File: src/rtl/bram_arb_pkg.sv
// rtl/bram_arb_pkg.sv - shared encodings and default widths for the BRAM read-port arbiter
package bram_arb_pkg;

    // Debug-visible encoding; arb_state exports these values directly.
    typedef enum logic [1:0] {
        VGA_OWN = 2'd0,
        GUARD   = 2'd1,
        ARB     = 2'd2
    } arb_state_t;

    localparam int DEF_ADDR_W   = 17;
    localparam int DEF_DATA_W   = 12;
    localparam int DEF_BRAM_LAT = 2;

endpackage

File: src/rtl/rr_pick.sv
// rtl/rr_pick.sv - combinational round-robin picker
//
// Ports:
//   req   in  N      request vector
//   last  in  IDX_W  index granted last time; search starts just after it
//   gnt   out N      one-hot pick (zero when no request)
//   idx   out IDX_W  index of the pick (holds last when nothing picked)
//   valid out 1      some request was picked
module rr_pick #(
    parameter int N     = 2,
    parameter int IDX_W = 1
) (
    input  logic [N-1:0]     req,
    input  logic [IDX_W-1:0] last,
    output logic [N-1:0]     gnt,
    output logic [IDX_W-1:0] idx,
    output logic             valid
);

    // One spare bit so last+j (< 2N) never wraps before the modulo step.
    logic [IDX_W:0] k;

    always_comb begin
        gnt   = '0;
        idx   = last;
        valid = 1'b0;
        k     = '0;
        for (int j = 1; j <= N; j++) begin
            k = {1'b0, last} + (IDX_W + 1)'(j);
            if (k >= (IDX_W + 1)'(N)) begin
                k = k - (IDX_W + 1)'(N);
            end
            if (!valid && req[k[IDX_W-1:0]]) begin
                valid              = 1'b1;
                gnt[k[IDX_W-1:0]]  = 1'b1;
                idx                = k[IDX_W-1:0];
            end
        end
    end

endmodule

File: src/rtl/bram_port_arbiter.sv
// rtl/bram_port_arbiter.sv - shares the image BRAM read port between VGA and N_REQ secondary readers
//
// Ports:
//   clk, rst_n        pixel clock, asynchronous active-low reset
//   vga_busy          pixel pipeline needs the port (VGA owns it with zero latency)
//   vga_addr          VGA pixel address
//   req, req_addr     per-requester level request and address slice [i*ADDR_W +: ADDR_W]
//   gnt               one-cycle grant; the requester address is captured in this cycle
//   rvalid, rdata     read return pulse per requester, shared data (held between returns)
//   bram_addr         BRAM read address
//   bram_rdata        BRAM read data, BRAM_LAT cycles after the address
//   starve, starve_clr sticky starvation flags and their clear
//   arb_state         current FSM state (VGA_OWN=0, GUARD=1, ARB=2)
// Optional (ARB_STATS_EN): grant_cnt (16 bits per requester), vga_preempt.
module bram_port_arbiter
    import bram_arb_pkg::*;
#(
    parameter int N_REQ      = 2,
    parameter int ADDR_W     = DEF_ADDR_W,
    parameter int DATA_W     = DEF_DATA_W,
    parameter int BRAM_LAT   = DEF_BRAM_LAT,
    parameter int GUARD_CYC  = 3,
    parameter int STARVE_LIM = 1023
) (
    input  logic                    clk,
    input  logic                    rst_n,
    input  logic                    vga_busy,
    input  logic [ADDR_W-1:0]       vga_addr,
    input  logic [N_REQ-1:0]        req,
    input  logic [N_REQ*ADDR_W-1:0] req_addr,
    output logic [N_REQ-1:0]        gnt,
    output logic [N_REQ-1:0]        rvalid,
    output logic [DATA_W-1:0]       rdata,
    output logic [ADDR_W-1:0]       bram_addr,
    input  logic [DATA_W-1:0]       bram_rdata,
    output logic [N_REQ-1:0]        starve,
    input  logic                    starve_clr,
    output logic [1:0]              arb_state
`ifdef ARB_STATS_EN
    ,
    output logic [N_REQ*16-1:0]     grant_cnt,
    output logic [15:0]             vga_preempt
`endif
);

    localparam int IDX_W = (N_REQ > 1) ? $clog2(N_REQ) : 1;
    localparam int GC_W  = (GUARD_CYC > 1) ? $clog2(GUARD_CYC) : 1;
    localparam int SC_W  = $clog2(STARVE_LIM + 1);
    localparam logic [GC_W-1:0]  GUARD_LOAD = GC_W'(GUARD_CYC - 1);
    localparam logic [SC_W-1:0]  WAIT_MAX   = SC_W'(STARVE_LIM);
    localparam logic [IDX_W-1:0] PTR_INIT   = IDX_W'(N_REQ - 1);

    arb_state_t                   state_q, state_d;
    logic [GC_W-1:0]              guard_q, guard_d;
    logic                         arb_en;
    logic [IDX_W-1:0]             ptr_q;
    logic [IDX_W-1:0]             pick_idx;
    logic [N_REQ-1:0]             pick_gnt;
    logic                         pick_valid;
    logic                         grant_any;
    logic [ADDR_W-1:0]            addr_q, pick_addr;
    logic [BRAM_LAT:0][N_REQ-1:0] tag_q;
    logic [DATA_W-1:0]            rdata_q;
    logic [SC_W-1:0]              wait_q [N_REQ];
    logic [SC_W-1:0]              wait_d [N_REQ];
    logic [N_REQ-1:0]             starve_q;

    rr_pick #(
        .N     (N_REQ),
        .IDX_W (IDX_W)
    ) u_pick (
        .req   (req),
        .last  (ptr_q),
        .gnt   (pick_gnt),
        .idx   (pick_idx),
        .valid (pick_valid)
    );

    // Next-state logic. arb_en is only raised in ARB with VGA idle, so a
    // same-cycle vga_busy always beats a pending request.
    always_comb begin
        state_d = state_q;
        guard_d = guard_q;
        arb_en  = 1'b0;
        case (state_q)
            VGA_OWN: begin
                if (!vga_busy) begin
                    state_d = GUARD;
                    guard_d = GUARD_LOAD;
                end
            end
            GUARD: begin
                if (vga_busy) begin
                    state_d = VGA_OWN;
                end else if (guard_q == '0) begin
                    state_d = ARB;
                end else begin
                    guard_d = guard_q - GC_W'(1);
                end
            end
            ARB: begin
                if (vga_busy) begin
                    state_d = VGA_OWN;
                end else begin
                    arb_en = 1'b1;
                end
            end
            default: state_d = ARB;
        endcase
    end

    assign grant_any = arb_en && pick_valid;
    assign gnt       = arb_en ? pick_gnt : '0;

    always_comb begin
        pick_addr = '0;
        for (int i = 0; i < N_REQ; i++) begin
            if (pick_gnt[i]) begin
                pick_addr = req_addr[i*ADDR_W +: ADDR_W];
            end
        end
    end

    // VGA path is a pure mux: no register between vga_addr and the BRAM.
    assign bram_addr = (state_q == VGA_OWN) ? vga_addr : addr_q;
    assign arb_state = state_q;

    // Tag stage 0 lines up with the address cycle, stage BRAM_LAT with the data.
    assign rvalid = tag_q[BRAM_LAT];
    assign rdata  = (|rvalid) ? bram_rdata : rdata_q;
    assign starve = starve_q;

    always_comb begin
        for (int i = 0; i < N_REQ; i++) begin
            wait_d[i] = '0;
            if (req[i] && !gnt[i]) begin
                wait_d[i] = (wait_q[i] == WAIT_MAX) ? WAIT_MAX : wait_q[i] + SC_W'(1);
            end
        end
    end

    always_ff @(posedge clk or negedge rst_n) begin
        if (!rst_n) begin
            state_q  <= ARB;
            guard_q  <= '0;
            ptr_q    <= PTR_INIT;
            addr_q   <= '0;
            tag_q    <= '0;
            rdata_q  <= '0;
            starve_q <= '0;
            for (int i = 0; i < N_REQ; i++) begin
                wait_q[i] <= '0;
            end
        end else begin
            state_q <= state_d;
            guard_q <= guard_d;
            if (grant_any) begin
                addr_q <= pick_addr;
                ptr_q  <= pick_idx;
            end
            tag_q <= {tag_q[BRAM_LAT-1:0], gnt};
            if (|rvalid) begin
                rdata_q <= bram_rdata;
            end
            for (int i = 0; i < N_REQ; i++) begin
                wait_q[i] <= wait_d[i];
                // Clear beats a same-cycle set.
                if (starve_clr) begin
                    starve_q[i] <= 1'b0;
                end else if (wait_d[i] == WAIT_MAX) begin
                    starve_q[i] <= 1'b1;
                end
            end
        end
    end

`ifdef ARB_STATS_EN
    logic [15:0] gcnt_q [N_REQ];
    logic [15:0] preempt_q;

    always_ff @(posedge clk or negedge rst_n) begin
        if (!rst_n) begin
            preempt_q <= '0;
            for (int i = 0; i < N_REQ; i++) begin
                gcnt_q[i] <= '0;
            end
        end else if (starve_clr) begin
            preempt_q <= '0;
            for (int i = 0; i < N_REQ; i++) begin
                gcnt_q[i] <= '0;
            end
        end else begin
            for (int i = 0; i < N_REQ; i++) begin
                if (gnt[i] && gcnt_q[i] != 16'hFFFF) begin
                    gcnt_q[i] <= gcnt_q[i] + 16'd1;
                end
            end
            if (state_q == ARB && vga_busy && (|req) && preempt_q != 16'hFFFF) begin
                preempt_q <= preempt_q + 16'd1;
            end
        end
    end

    for (genvar g = 0; g < N_REQ; g++) begin : g_gcnt
        assign grant_cnt[g*16 +: 16] = gcnt_q[g];
    end
    assign vga_preempt = preempt_q;
`endif

endmodule

File: config.mk
export PLATFORM = sky130hd
export DESIGN_NAME = bram_port_arbiter
export DESIGN_NICKNAME = d
export VERILOG_FILES = /design/src/rtl/bram_arb_pkg.sv /design/src/rtl/rr_pick.sv /design/src/rtl/bram_port_arbiter.sv
export SDC_FILE = /design/constraint.sdc
export NUM_CORES = 1
export LEC_CHECK = 0
export CAP_MARGIN = 5
export CORE_MARGIN = 1
export CORE_UTILIZATION = 30
export CTS_BUF_LIST = sky130_fd_sc_hd__clkbuf_8
export DETAILED_ROUTE_END_ITERATION = 10
export GPL_TIMING_DRIVEN = 0
export HOLD_SLACK_MARGIN = 0.08
export PLACE_DENSITY = 0.56
export SYNTH_ARGS = -nofsm -noshare
export SYNTH_HDL_FRONTEND = slang
export SYNTH_SLANG_ARGS = --single-unit
export TNS_END_PERCENT = 100
File: constraint.sdc
create_clock -name clk -period 1.6 [get_ports clk]
set_clock_uncertainty 0.1 [all_clocks]
set_input_delay 0.16 -clock clk [delete_from_list [all_inputs] [get_ports clk]]
set_output_delay 0.16 -clock clk [all_outputs]
set_load 0.02 [all_outputs]
[Word-level counts from Yosys, hierarchy flattened]
Index checks and enable logic that the tools add are counted.
Widths: inputs -> output; s select.
Storage, ports and cells
  input port bits: 69
  register bits: 62
  output and inout bits: 37
  word-level logic and storage cells: 96
Cells by class
  multiplexer cells: 40
  reductions and logical operators: 19
  magnitude comparators: 6
  add/subtract/negate cells: 7
  bitwise logic cells: 1
  equal/unequal tests: 11
Operators with widths (number)
  $mux 17: 3
  $eq 10x10->1 const B: 4
  $mux 10: 4
  $add 10x1->10 const B: 2
  $mux 2: 10
  $mux 1: 18
  $mux 12: 1
  $ne 2x2->1 const B: 4
  $reduce_bool 2->1: 4
  $logic_and 1x1->1: 6
  $pmux 2 s3: 1
  $ge 2x2->1 const B: 2
  $logic_not 2->1: 2
  $lt 1x2->1 const B: 2
  $pmux 2 s2: 1
  $reduce_and 4->1: 1
  $logic_not 1->1: 3
  $ne 3x3->1 const B: 1
  $reduce_and 3->1: 1
  $add 1x1->2 const B: 1
  $add 1x2->2 const B: 1
  $demux 1 s1: 2
  $eq 2x1->1 const B: 1
  $eq 2x2->1 const B: 1
  6 further kinds: 8

[Longest topological paths before layout]
Gate-level depths: netlist (run 1).
  depth in word-level cells: 17
  mapped depth: 6
  mapped depth without buffers: 6

[Hierarchy]
From an unflattened synthesis (run 1), not the netlist that was laid out.
Second synthesis, totals
  cell total of the unflattened synthesis: 298
  area, all modules: 3110.5 um^2
By module, submodules not included
  bram_port_arbiter: times used 1, cells an instance 292, sequential area each 1554.0 um^2, area an instance 3075.4 um^2
  rr_pick: times used 1, cells an instance 6, sequential area each 0.0 um^2, area an instance 35.0 um^2

[Least setup slack after synthesis (run 1)]
OpenSTA, ideal clock, no wires.
  path type: register to output
  start: reg state_q[0] (netlist: arb_state[0])
  end: out bram_addr[10]
  stages on the path, launching flop included: 4
  data arrival time: 1.602 ns
  data required time: 1.340 ns
  path buffers: 1
  slack: -0.262 ns
  cell sequence: dfrtp_1 nor2_1 buf_2 mux2_2
On the way
  longest elaborated chain between the ends: 2
RTL lines
  from (decl): RTL line bram_port_arbiter.sv:53  | arb_state_t state_q, state_d;
  from (signal assigned): RTL line bram_port_arbiter.sv:155  | state_q <= state_d;
  $logic_not 2->1: RTL line bram_port_arbiter.sv:125  | assign bram_addr = (state_q == VGA_OWN) ? vga_addr : addr_q;
  $mux 17: RTL line bram_port_arbiter.sv:125
  to (decl): RTL line bram_port_arbiter.sv:34  | output logic [ADDR_W-1:0] bram_addr,
Every way passes these cells.

[Final worst setup path (run 1)]
  start: reg state_q[0] (netlist: arb_state[0])
  end: out bram_addr[2]
The elaborated chain is that of the path after synthesis.

==> results of run 1 <==
[power breakdown]
part	switching (mW)	total (mW)	leakage, nW	internal (mW)
combinational	1.63	3.71	1.36	2.08
clock	0.687	1.59	0.116	0.901
sequential	0.248	2.29	0.776	2.05
total	2.56	7.59	2.25	5.03
[routing by layer]
layer  routed length, microns  vias up  global-route usage [%]
met4                      140        0                    7.69
li1                         -     1298                       -
met3                      448       11                    4.17
met2                     4030       76                    27.3
met1                     3570     1292                    21.0
met5                        0        -                       0
[cell usage after synthesis (all sizes together)]
cell and count:
and3 4, xor2 4, o21ai 5, o41ai 1
nand2 7, o32ai 2, nor2 28, dfrtp 60
a21o 1, nand3 8, a2111oi 1, and4 1
nor3 3, nor4 1, xnor2 6, inv 6
a41o 1, and2 8, o31a 1, and4bb 1
and4b 1, ha 3, a31oi 4, nand4 4
nand4b 1, mux2 30, a211oi 3, a311oi 1
or3b 1, a21oi 35, o31ai 1, o221ai 1
dfstp 2, a22oi 17, nand2b 2, nand3b 1
nor2b 6, a41oi 1, clkbuf 1, buf 13
[state kept, by name (all words and copies together) (netlist names)]
name and flops:
wait_q 20, addr_q 17, rdata_q 12, tag_q 4, arb_state 2, guard_q 2
rvalid 2, starve 2, ptr_q 1
[area by class of cell]
cell class	instances	area [sq um]
fill	894	4740
multi-input combinational	195	1590
sequential	62	1560
timing repair buffer	136	1350
tap	133	166
clock buffer	9	124
buffer	11	114
clock inverter	7	106
inverter	6	22.5
[worst max-delay path, cell delays in order, from the launching register on]
cell and delay (ps):
dfrtp_2 430, nor2_4 170, buf_6 180, mux2_4 320, buf_6 130
[stage by stage]
step / TNS (ps) / util (%)
2_1_floorplan: -4310 / -
3_3_place_gp: -142870 / 43.6
3_5_place_dp: -32530 / 43.6
4_1_cts: -12010 / 50.3
5_1_grt: -15570 / 51.5
6_report: -11100 / 51.5
[cell usage in the layout, fill, tap and decap left out, drive strengths merged, types with 4 or more instances in the layout]
cell / count
a21oi: 35
a22oi: 17
a31oi: 4
and2: 8
and3: 4
buf: 73
clkbuf: 10
clkdlybuf4s50: 67
dfrtp: 60
dlygate4sd2: 5
inv: 8
mux2: 30
nand2: 7
nand3: 8
nand4: 4
nor2: 28
nor2b: 6
o21ai: 5
xnor2: 6
xor2: 4
[worst min-delay path by stage]
| stage | startpoint | to | depth (start not counted) | slack (ps) |
|---|---|---|---|---|
| 3_5_place_dp | rst_n | wait_q[0] | 1 | 200 |
| 6_report | tag_q[1] | tag_q[3] | 0 | 250 |
| 2_1_floorplan | rst_n | addr_q[0] | 0 | -240 |
| 5_1_grt | tag_q[1] | tag_q[3] | 0 | 250 |
| 4_1_cts | req[1] | ptr_q | 3 | 250 |
| 3_3_place_gp | tag_q[3] | rvalid[1] | 0 | 240 |
[cells by family (layout without fill, tap and decap cells)]
family	after synthesis	count (layout)
flip-flops	62	62
adder cells (fa/ha/maj)	3	3
AND/OR/NAND/NOR	77	77
multiplexers	30	30
AO/OA/AOI/OAI	75	75
buffers and inverters	20	169
XOR/XNOR	10	10
[repair_timing]
item	4_1_cts	5_1_grt
hold buffers	1	0
hold endpoints to repair	60	0
resized for setup	249	35
buffers inserted	20	7
pin swaps	7	3
setup endpoints to repair	83	73
cloned	4	0
==> run_results.csv, run 1 <==
group,metric,value,unit
run_status,result_of_the_run,"finished, violations left",
run_status,violated_checks,"negative setup slack",
sta,final.period_utilization,114,%
worst_setup_path,crit_path_start_kind,"flop",
worst_setup_path,worst_ep_required_time,1340,ps
yosys,netlist_top_cells_area,"dfrtp_1 50%, mux2_2 11%, a21oi_1 5.6%",
worst_setup_path,worst-setup-path-type,"flop to output port",
yosys,postSynthCellCount,277,
global_routing,grtUsageTotal,16.8,%
place,place_congestion,0.760,
sta,worst_slew_margin_rel,48.1,%
place,io_buf_count,105,
sta,fin_worst_hold_slack,251,ps
yosys,synth_largest_area_cell,"dfrtp_1",
drt,drt_pre_antenna_iters,4,
drt,route.vias.total,2677,
worst_setup_path,timing.critical_path.to,"bram_addr[2]",
worst_setup_path,r2r.worst_path.cells,6,
yosys,yosysSeqAreaShare,51.4,%
clocking,tritoncts,"built",
sta,max_clock_freq,547,MHz
clocking,tritoncts_num_sinks,62,
pwr,ir_drop,0.852,mV
sta,report.final.setup_viol,66,
yosys,area_fraction_of_the_dominant_cell_type_after_synthesis,49.6,%
drt,drt_drc_violations_left,0,
pwr,power_density,1510,nW/um^2
worst_setup_path,setup_slack_on_the_worst_flop_to_flop_path,-200,ps
worst_setup_path,cp.arrival,1570,ps
finish,n_antenna_cell,0,
clocking,clock_tree.buffer_depth,2,
place,post-place-ws,-1110,ps
global_routing,grt_pass1_wl,13400,microns
drt,drt-total-wl,8190,microns
clocking,cts-buffers-inserted,9,
die,floorplan.initialDensity,31.0,%
sta,fin_ws,-227,ps
worst_setup_path,rr_startpoint,"arb_state[0]",
drt,drt_iter0_markers,96,
clocking,cts_htree_levels,3,
yosys,synthAdderAreaFrac,1.24,%
global_routing,antenna_found_initial,0,
global_routing,grt_start_max_net_pins,63,
global_routing,gr-total-overflow,0,
yosys,synthXorXnorAreaFrac,2.89,%
place,place_area,4260,sq um
run,drv_cap,0,
clocking,cts.root.buffer_cell,"clkbuf_8",
yosys,syn-cell-area,3030,sq um
die,floorplan.die_area,10500,sq um
finish,finalNonFillerCells,559,
clocking,worst_setup_hold_path_clk_slew,80,ps
yosys,synth-compound-area-share,16.3,%
drt,route.antenna.remaining_nets,0,
place,detailed_place_hpwl,5510,microns
yosys,synth_mux_area_share,11.2,%
sta,rsz0062_at_grt,"true",
worst_setup_path,end_kind,"output port",
global_routing,via_count_of_the_first_global_routing_pass,2751,
sta,timing.final.hold_violations,0,
place,placed_cells_incl_taps,515,
finish,final_layout_size_suffix_gt1_share,35.9,%
yosys,yosys_register_bits,62,
drt,routedWlPerCell,14.6,microns
worst_setup_path,regToRegEndpoint,"starve[0]",
pwr,power.static_leakage,2.25,nW
yosys,combinational_family_with_the_most_area_after_synthesis,"compound AO/OA/AOI/OAI gates",
finish,nets,493,
finish,design_area,5030,sq um
pwr,total_power,7.59,mW
die,total_number_of_placement_rows,36,
yosys,synth_cell_type_count,52,
worst_setup_path,worstSetupStartpoint,"arb_state[0]",
hold_path,min_path_type,"flop to flop",
yosys,ys.warnings.count,0,
sta,timing.final.crit_period,1830,ps
die,design.portCount,106,
sta,slew_violations,0,
yosys,synthesis.area_per_instance,10.9,sq um
die,chipWidth,102,microns
clocking,clock_latency,340,ps
die,fp.dieH,102,microns
finish,area_growth,66.4,%
sta,worst_pin_slew,778,ps
drt,post_drt_via_cell_ratio,4.79,
worst_setup_path,critPathMaxFanout,7,
die,core,9770,sq um
yosys,yosys.area_share.simple,13.8,%
yosys,syn_nets,349,
Note: power is estimated with default switching activity, not from simulation.
==> inputs of run 2 (changes only) <==
- CORE_MARGIN: 1 -> unset
==> results of run 2 <==
The final DEF is identical to that of run 1; final timing and power are the same.
